[src/rtl/risci_pkg.sv]
// Shared types for the RISC-I load/store unit: access sizes, FSM states and
// the alignment rule used when a request is accepted.
package risci_pkg;

  localparam int unsigned XLEN_DEFAULT = 32;

  typedef enum logic [1:0] {
    DLEN_B = 2'd0,
    DLEN_H = 2'd1,
    DLEN_W = 2'd2
  } dlen_t;

  typedef enum logic [1:0] {
    LSU_IDLE,
    LSU_ISSUE,
    LSU_WAIT,
    LSU_RESP
  } lsu_state_t;

  // Bytes are never misaligned; size 3 is reported as illegal elsewhere.
  function automatic logic is_misaligned(input logic [1:0] size, input logic [1:0] addr_lo);
    case (size)
      2'd1:    return addr_lo[0];
      2'd2:    return addr_lo != 2'b00;
      default: return 1'b0;
    endcase
  endfunction

endpackage

[src/rtl/risci_lsu_align.sv]
// Combinational data steering for the LSU: load extension from the assembly
// register, store data trimmed to the access size, and per-beat byte lanes.
module risci_lsu_align
  import risci_pkg::*;
#(
  parameter int unsigned XLEN = XLEN_DEFAULT
) (
  input  logic [1:0]      size,
  input  logic            sgn,
  input  logic [XLEN-1:0] raw,
  input  logic [XLEN-1:0] wdata,
  input  logic [1:0]      beat,
  output logic [XLEN-1:0] rdata,
  output logic [XLEN-1:0] wsized,
  output logic [7:0]      lane
);

  always_comb begin
    rdata  = '0;
    wsized = '0;
    case (size)
      DLEN_B: begin
        rdata  = {{(XLEN-8){sgn & raw[7]}}, raw[7:0]};
        wsized = {{(XLEN-8){1'b0}}, wdata[7:0]};
      end
      DLEN_H: begin
        rdata  = {{(XLEN-16){sgn & raw[15]}}, raw[15:0]};
        wsized = {{(XLEN-16){1'b0}}, wdata[15:0]};
      end
      DLEN_W: begin
        rdata  = raw;
        wsized = wdata;
      end
      default: ;
    endcase
  end

  // Little-endian: beat k carries bits [8k+7:8k].
  assign lane = wdata[{beat, 3'b000} +: 8];

endmodule

[src/rtl/risci_lsu.sv]
// Load/store unit: accepts one request, runs aligned or byte-split RAM beats,
// and returns a single extended response held until accepted.
module risci_lsu
  import risci_pkg::*;
#(
  parameter int unsigned XLEN           = XLEN_DEFAULT,
  parameter int unsigned ADDR_W         = 32,
  parameter bit          MISALIGN_SPLIT = 1'b1
) (
  input  logic              clk,
  input  logic              rst,
  input  logic              req_valid,
  output logic              req_ready,
  input  logic              req_we,
  input  logic [1:0]        req_size,
  input  logic              req_signed,
  input  logic [ADDR_W-1:0] req_addr,
  input  logic [XLEN-1:0]   req_wdata,
  output logic              resp_valid,
  input  logic              resp_ready,
  output logic [XLEN-1:0]   resp_rdata,
  output logic              resp_err,
  output logic [ADDR_W-1:0] daddr,
  output logic [XLEN-1:0]   dout,
  output logic [1:0]        dlen,
  output logic              re,
  output logic              we,
  input  logic [XLEN-1:0]   din
);

  lsu_state_t        state, state_nxt;
  logic              r_we, r_sgn, r_err, r_split;
  logic [1:0]        r_size, beat, last_beat;
  logic [ADDR_W-1:0] r_addr;
  logic [XLEN-1:0]   r_wdata, asm_q, ext_rdata, wsized;
  logic [7:0]        lane;
  logic              accept, req_illegal, req_misal, req_err;

  assign accept      = req_valid && (state == LSU_IDLE);
  assign req_illegal = (req_size == 2'd3);
  assign req_misal   = is_misaligned(req_size, req_addr[1:0]);
  assign req_err     = req_illegal || (req_misal && !MISALIGN_SPLIT);

  risci_lsu_align #(.XLEN(XLEN)) u_align (
    .size   (r_size),
    .sgn    (r_sgn),
    .raw    (asm_q),
    .wdata  (r_wdata),
    .beat   (beat),
    .rdata  (ext_rdata),
    .wsized (wsized),
    .lane   (lane)
  );

  always_ff @(posedge clk) begin
    if (!rst) state <= LSU_IDLE;
    else      state <= state_nxt;
  end

  always_comb begin
    state_nxt = state;
    case (state)
      LSU_IDLE:  if (accept) state_nxt = req_err ? LSU_RESP : LSU_ISSUE;
      LSU_ISSUE: state_nxt = LSU_WAIT;
      LSU_WAIT:  state_nxt = (beat != last_beat) ? LSU_ISSUE : LSU_RESP;
      LSU_RESP:  if (resp_ready) state_nxt = LSU_IDLE;
      default:   state_nxt = LSU_IDLE;
    endcase
  end

  always_ff @(posedge clk) begin
    if (!rst) begin
      r_we      <= 1'b0;
      r_sgn     <= 1'b0;
      r_err     <= 1'b0;
      r_split   <= 1'b0;
      r_size    <= '0;
      r_addr    <= '0;
      r_wdata   <= '0;
      beat      <= '0;
      last_beat <= '0;
      asm_q     <= '0;
    end else if (accept) begin
      r_we      <= req_we;
      r_sgn     <= req_signed;
      r_err     <= req_err;
      r_split   <= req_misal;
      r_size    <= req_size;
      r_addr    <= req_addr;
      r_wdata   <= req_wdata;
      beat      <= '0;
      asm_q     <= '0;
      // Split accesses run 2^size byte beats; the counter stores the last index.
      if (req_misal) last_beat <= (req_size == DLEN_H) ? 2'd1 : 2'd3;
      else           last_beat <= 2'd0;
    end else if (state == LSU_WAIT) begin
      if (!r_we) begin
        if (r_split) asm_q[{beat, 3'b000} +: 8] <= din[7:0];
        else         asm_q <= din;
      end
      if (beat != last_beat) beat <= beat + 2'd1;
    end
  end

  always_comb begin
    req_ready  = (state == LSU_IDLE);
    resp_valid = (state == LSU_RESP);
    resp_err   = 1'b0;
    resp_rdata = '0;
    re         = 1'b0;
    we         = 1'b0;
    daddr      = '0;
    dout       = '0;
    dlen       = DLEN_B;
    case (state)
      LSU_ISSUE: begin
        re = !r_we;
        we = r_we;
        if (r_split) begin
          daddr = r_addr + ADDR_W'(beat);
          dlen  = DLEN_B;
          if (r_we) dout = {{(XLEN-8){1'b0}}, lane};
        end else begin
          daddr = r_addr;
          dlen  = r_size;
          if (r_we) dout = wsized;
        end
      end
      LSU_RESP: begin
        resp_err = r_err;
        if (!r_we && !r_err) resp_rdata = ext_rdata;
      end
      default: ;
    endcase
  end

endmodule
[config.mk]
export PLATFORM = sky130hd
export DESIGN_NAME = risci_lsu
export DESIGN_NICKNAME = d
export VERILOG_FILES = /design/src/rtl/risci_pkg.sv /design/src/rtl/risci_lsu_align.sv /design/src/rtl/risci_lsu.sv
export SDC_FILE = /design/constraint.sdc
export NUM_CORES = 1
export LEC_CHECK = 0
export CAP_MARGIN = 30
export CELL_PAD_IN_SITES_DETAIL_PLACEMENT = 0
export CELL_PAD_IN_SITES_GLOBAL_PLACEMENT = 2
export CORE_AREA = 2 2 169 138
export DETAILED_ROUTE_END_ITERATION = 8
export DIE_AREA = 0 0 171 140
export GPL_ROUTABILITY_DRIVEN = 0
export GPL_TIMING_DRIVEN = 0
export PLACE_DENSITY_LB_ADDON = 0.1
export SYNTH_ARGS = -nofsm -noshare
export SYNTH_HDL_FRONTEND = slang
export SYNTH_SLANG_ARGS = --single-unit
export TNS_END_PERCENT = 10
[constraint.sdc]
create_clock -name clk -period 7.6 [get_ports clk]
set_clock_uncertainty 0.1 [all_clocks]
set_input_delay 2.28 -clock clk [delete_from_list [all_inputs] [get_ports clk]]
set_output_delay 2.28 -clock clk [all_outputs]
set_load 0.03 [all_outputs]
==> metrics <==
end of the worst register-to-register path=asm_q[12]; drt wl/cell=17.61 um; Core ar.=0.02219 mm2; Die Ht=140 um; R2R setup slack=4.47 ns; post-place setup slack=1.087 ns; Ports=207; Seq cells post-synth=107; CTS Buf Count=9; effective utilization at floorplan=26.73%; top_reg_cell synth=dfxtp_1; ant diodes=0; sequential area share after synthesis=36.10%; final count of hold timing violations=0; Final min period=6.850 ns; commonest non-fill, non-tap cell in the layout=clkdlybuf4s50_1; Post-CTS Setup Bufs=0; Ys Warns=0; synthesis-to-layout area growth=46.56%; final wirelength=23,120 um; CTS clk-pin slew, worst paths=0.08 ns; R2R depth=9; CTS tree=done; worst slew pin tran=0.9153 ns; post-cts repair resize count=0; Worst Hold Launch=r_wdata[19]; DP Wirelength=17,500 um; Die ar.=0.02394 mm2; DR pass1 iterations=5; global-route wire length before repair=34,780 um; most frequent cells in the layout=clkdlybuf4s50_1, nand2_1, a21oi_1, dfxtp_1, nor2_1; Setup Crit Path Kind=reg -> out; Slew Limit Fails=0; Crit. End Element=output pin; max_cap viols=0; Mapped Area=0.005933 mm2; cell count after synthesis=785; Pwr per Cell Area=163.9 mW/mm2; Max Fanout on Critical Path=10; fin crit share=90.13%; largest net degree at the start of global routing=18; Avg Cell Area, Syn=7.558 um2; distinct cell type count after synthesis=51; die span in x=171 um; Cell Rows=49; # clock sinks=107; worst hold path class=reg -> reg; Placed Cells=1,297; insertion delay to the later sink of the worst-skew pair=0.35 ns; vias in the first global route=6,048; layout cells sized above 1=5.164%; maximum clock insertion buffer count=2; final worst slack=0.7501 ns; status=finished, final reports clean; Setup-failing EPs final=0; all-layer global routing usage=18.81%; WHS Endpoint=r_wdata[19]; DR DRC count=0; asr flop ratio synth=0%; antenna violations before repair=1; Max H-tree Level=3; leakage power total=2.847 nW; DRT iter0 DRCs=415; DR vias=6,315; FF-to-FF Start=beat[1]; post-synthesis net count=899; hold_buf cts=0; Critical Path Start Type=flip-flop; FILL cells=2,404; Max VDD drop=92.63 uV; Fin Setup TNS=0 ns; data arrival time of the critical path=4.47 ns; RSZ-0062 raised after global routing=no; fmax=146.0 MHz; PortBufs=206; clock root cell=clkbuf_16; post-route ant nets=0; Via density=4.810; Worst slew margin=38.61%; global route overflow=0; Core Util, Final=39.18%; critical path required time=5.22 ns; Final Non-Filler Cells=1,313; Worst Hold Depth=2; Post-synth EDFFs=0; nets=1,116
## cell usage after synthesis (2+ instances only)
cell	number	area share, %
and3b_1	2	0.30
a21oi_1	121	10
or4_4	2	0.38
a21oi_2	3	0.44
xnor2_1	8	1.2
nand2_1	175	11
o31ai_1	16	2.0
and3_1	16	1.7
or4_2	2	0.30
mux4_2	8	3.0
nand3b_1	2	0.25
inv_1	14	0.89
nor3_1	3	0.25
clkbuf_1	50	3.2
and4_1	3	0.44
buf_1	2	0.13
o21ai_0	15	1.3
mux2i_1	2	0.34
a211oi_1	26	3.3
or4_1	14	1.8
xor2_1	4	0.59
dfxtp_1	107	36
clkbuf_8	3	0.70
buf_2	6	0.51
or3_1	6	0.63
or3b_2	2	0.30
nor2_1	60	3.8
a32oi_1	16	2.4
ha_1	9	1.9
nor2b_1	5	0.53
nand3_1	8	0.67
a22oi_1	25	3.2
nand4_1	5	0.53
nand2b_1	2	0.21
buf_6	3	0.57
and2_1	25	2.6
## flip-flops by register name, summed over array words and instances (netlist names)
name / cells
r_size: 2
beat: 2
r_sgn: 1
r_we: 1
last_beat: 2
r_addr: 32
state: 2
r_wdata: 32
asm_q: 32
r_err: 1
## final cells by class
class / instances / area (um2) / area share, %
Multi-Input combinational cell: 598 / 3431 / 39.45
Sequential cell: 107 / 2142 / 24.63
Timing Repair Buffer: 206 / 2062 / 23.71
Tap cell: 306 / 382.9 / 4.403
Buffer: 64 / 300.3 / 3.453
Clock buffer: 10 / 229.0 / 2.633
Clock inverter: 6 / 88.84 / 1.022
Inverter: 16 / 60.06 / 0.6906
## power by group
group	switching, mW	leakage [nW]	internal [mW]
Clock	0.227	0.149	0.290
Sequential	0.0361	0.874	0.600
Combinational	0.152	1.82	0.120
Total	0.416	2.85	1.01
## worst max-delay path by stage
stage / slack (ns) / endpoint / startpoint
floorplan: 2.13 / daddr[30] / beat[1]
global placement: 1.06 / daddr[30] / beat[1]
detailed placement: 1.09 / daddr[30] / beat[1]
CTS: 0.69 / daddr[30] / beat[1]
global route: 0.55 / daddr[30] / beat[1]
finish: 0.75 / daddr[30] / beat[1]
## cell families (layout without fill, tap and decap cells)
| kind of cell | after synthesis | count (layout) | share of synthesized area, % |
|---|---|---|---|
| multiplexers | 11 | 11 | 3.564 |
| buffers and inverters | 80 | 302 | 6.073 |
| flip-flops | 107 | 107 | 36.10 |
| adder cells (fa/ha/maj) | 10 | 10 | 2.235 |
| AO/OA/AOI/OAI | 225 | 225 | 23.15 |
| AND/OR/NAND/NOR | 340 | 340 | 27.10 |
| XOR/XNOR | 12 | 12 | 1.771 |
## metrics by stage
stage / power (mW) / hold WS, ns / cell area, um2
final: 1.425 / 0.3680 / 8696
after global routing: 1.501 / 0.3873 / 8696
after CTS: 1.446 / 0.3681 / 8696
after detailed placement: 0.9235 / 0.3573 / 8378
after global placement: 0.9227 / 0.3506 / 8378
after floorplan: 0.7893 / 0.3415 / 5933
## worst max-delay path, stage by stage, from the launching register on
cell	delay [ns]
dfxtp_1	0.49
clkbuf_1	0.54
inv_1	0.22
fa_1	0.51
nand3b_1	0.28
or3_1	0.36
buf_2	0.20
buf_6	0.17
or4_1	0.46
a21oi_1	0.18
clkdlybuf4s50_1	0.69
## per-layer routing
metal  wire [um]  up-vias  track usage [%]
li1            -     3208                -
met1       11620     2943            27.64
met2        9905      153            27.95
met3        1449       11            4.804
met4         148        0            3.167
met5           0        -                0
Note: power is estimated with default switching activity, not from simulation.
==> RTL edit: new RTL, config.mk and constraints unchanged <==
The parameter `MISALIGN_SPLIT` goes from 1'b1 to 1'b0.
--- a/src/rtl/risci_lsu.sv
+++ b/src/rtl/risci_lsu.sv
@@ -7,3 +7,3 @@
   parameter int unsigned ADDR_W         = 32,
-  parameter bit          MISALIGN_SPLIT = 1'b1
+  parameter bit          MISALIGN_SPLIT = 1'b0
 ) (
Behaviour: not the same (a bounded check fails within 4 cycles, from zero or initial values and one cycle with rst low).
==> RTL edit against the original RTL <==
Area after synthesis fell by 5.5%. Combinational power fell by 2%. Count of clock-buffer cells in the layout fell by 1. Critical path depth fell by 1. Final area fell by 4.2%. Non-clock buffer count fell by 8. Worst setup slack improved by 0.085 ns. Wire length fell by 4.1%. Total power fell by 4.1%. Sequential cell count did not move. Clock power fell by 11%. Worst hold slack improved by 0.017 ns. Sequential power rose by 0.9%. Critical path type unchanged. Largest cell class unchanged.
==> RTL edit: results (changes against the original RTL) <==
[run_status]
status=finished clean

[global_routing]
grt_max_degree=19  ; +1
grt_pass1_wl_um=33600  ; -3.4%
antenna_found_initial=3  ; +2
grt_pass1_vias=5874  ; -2.9%
groute.usage.overall_pct=18.4  ; -0.42 points

[clock_tree]
root_buffer=clkbuf_16
post_cts_buffers=0  ; unchanged
clockBufferDepth=2  ; unchanged
cts_buffers=9  ; unchanged
htreeDepth=3  ; unchanged
insertion_delay_ns=0.36
clkTransAtPathRegs_ns=0.07
cts-resized-gates=0  ; unchanged

[final_layout]
layout-drive-gt1-share_pct=4.36  ; -0.80 points
nNetsFinal=981  ; -12%
final_cells=1177  ; -10%
antenna_cells=0  ; unchanged
largestRegisters=asm_q: 32 flops, r_addr: 32 flops, r_wdata: 32 flops

[power]
power.internal_uw=953  ; -5.6%
p_leak_uw=0.00276  ; -2.9%
p_comb_uw=267  ; -2%
power_density_nw_per_um2=164  ; +0.11%
irDropWorstVdd_uv=99.9  ; +7.8%
clkPwrFrac_pct=33.5  ; -2.8 points

[routing]
ant_nets=0  ; unchanged
drt_pass1_iterations=4  ; -1
routedWlPerCell_um=18.8  ; +7.0%
drt_first_iter_violations=321  ; -23%
drc=0  ; unchanged
via_count=5787  ; -8.4%

[place]
dp_hpwl_um=17200  ; -1.8%
io_buffers=206  ; unchanged

[hold_path]
worst_hold_path_type=register to register

[sta]
worst_pin_slew_ns=0.823  ; -0.0919 ns
whs_ns=0.385  ; +0.0168 ns

[synth]
avgSynthCellArea_um2=8.64  ; +14%
yosysUniqueCellTypes=45  ; -12%
async_flop_share_pct=0  ; unchanged
synth_fp_nets=763  ; -15%
synth.top_cells.by_count=dfxtp_1, a22o_1, nor2_1, nand2_1, clkbuf_1
synth_ff_type=dfxtp_1
yosys_warnings=0  ; unchanged
synth.yosys.seq_area_share_pct=38.2  ; +2.1 points
netlist_top_cells_area=dfxtp_1, a22o_1, nor2_1

[setup_path]
arrival_ns=4.38  ; -0.09 ns
reg2reg_slack_ns=4.37  ; -0.10 ns
path_max_fanout=10  ; unchanged

-- RTL edit: final cells by class --
cell class	instances	area [um^2]
inverters	15	56.3
clock buffers	9	225
repair buffers	207	2070
plain buffers	55	214
clock inverters	6	52.6
well taps	306	383
fillers	2344	13900
multi-input cells	472	3190
flip-flops and latches	107	2140
-- RTL edit: metal layers --
layer  vias to the layer above  global-route usage, %  part of all wire [%]
li1                       2854                      -                     -
met1                      2714                   25.4                    48
met2                       185                   27.4                    42
met3                        28                   6.95                   8.3
met4                         6                   3.43                   1.1
met5                         -                      0                  0.18
-- RTL edit: cells by family (layout without fill, tap and decap cells) --
kind of cell    after synthesis  in the layout  share of synthesized area [%]
compound gates              211            211                           27.3
xor+xnor                     12             12                           1.88
fa+ha+maj                    10             10                           2.37
buf+inv                      70            292                           4.82
flops                       107            107                           38.2
mux                          19             19                           5.20
simple gates                220            220                           20.2
-- RTL edit: metrics by stage --
| stage | setup WS [ns] | utilization, % | area (um^2) |
|---|---|---|---|
| after floorplan | 2.16 | - | 5600 |
| after global placement | 1.08 | 36.3 | 8050 |
| after detailed placement | 1.11 | 36.3 | 8050 |
| after CTS | 0.709 | 37.5 | 8330 |
| after global routing | 0.508 | 37.5 | 8330 |
| final | 0.835 | 37.5 | 8330 |
-- RTL edit: worst paths after layout --
check,from,to,cells after the start
setup / recovery,beat[1],daddr[26],9
hold / removal,r_err,r_err,2
setup reg to reg,beat[1],asm_q[11],9
hold reg to reg,r_err,r_err,2
-- RTL edit: worst max-delay path: stages (launching register included) --
cell and delay, ns:
dfxtp_1 0.46, clkbuf_1 0.51, inv_1 0.26, fa_1 0.51, nand3b_1 0.26, or3_1 0.41
clkbuf_1 0.22, or4_1 0.51, a21oi_1 0.18, clkdlybuf4s50_1 0.70
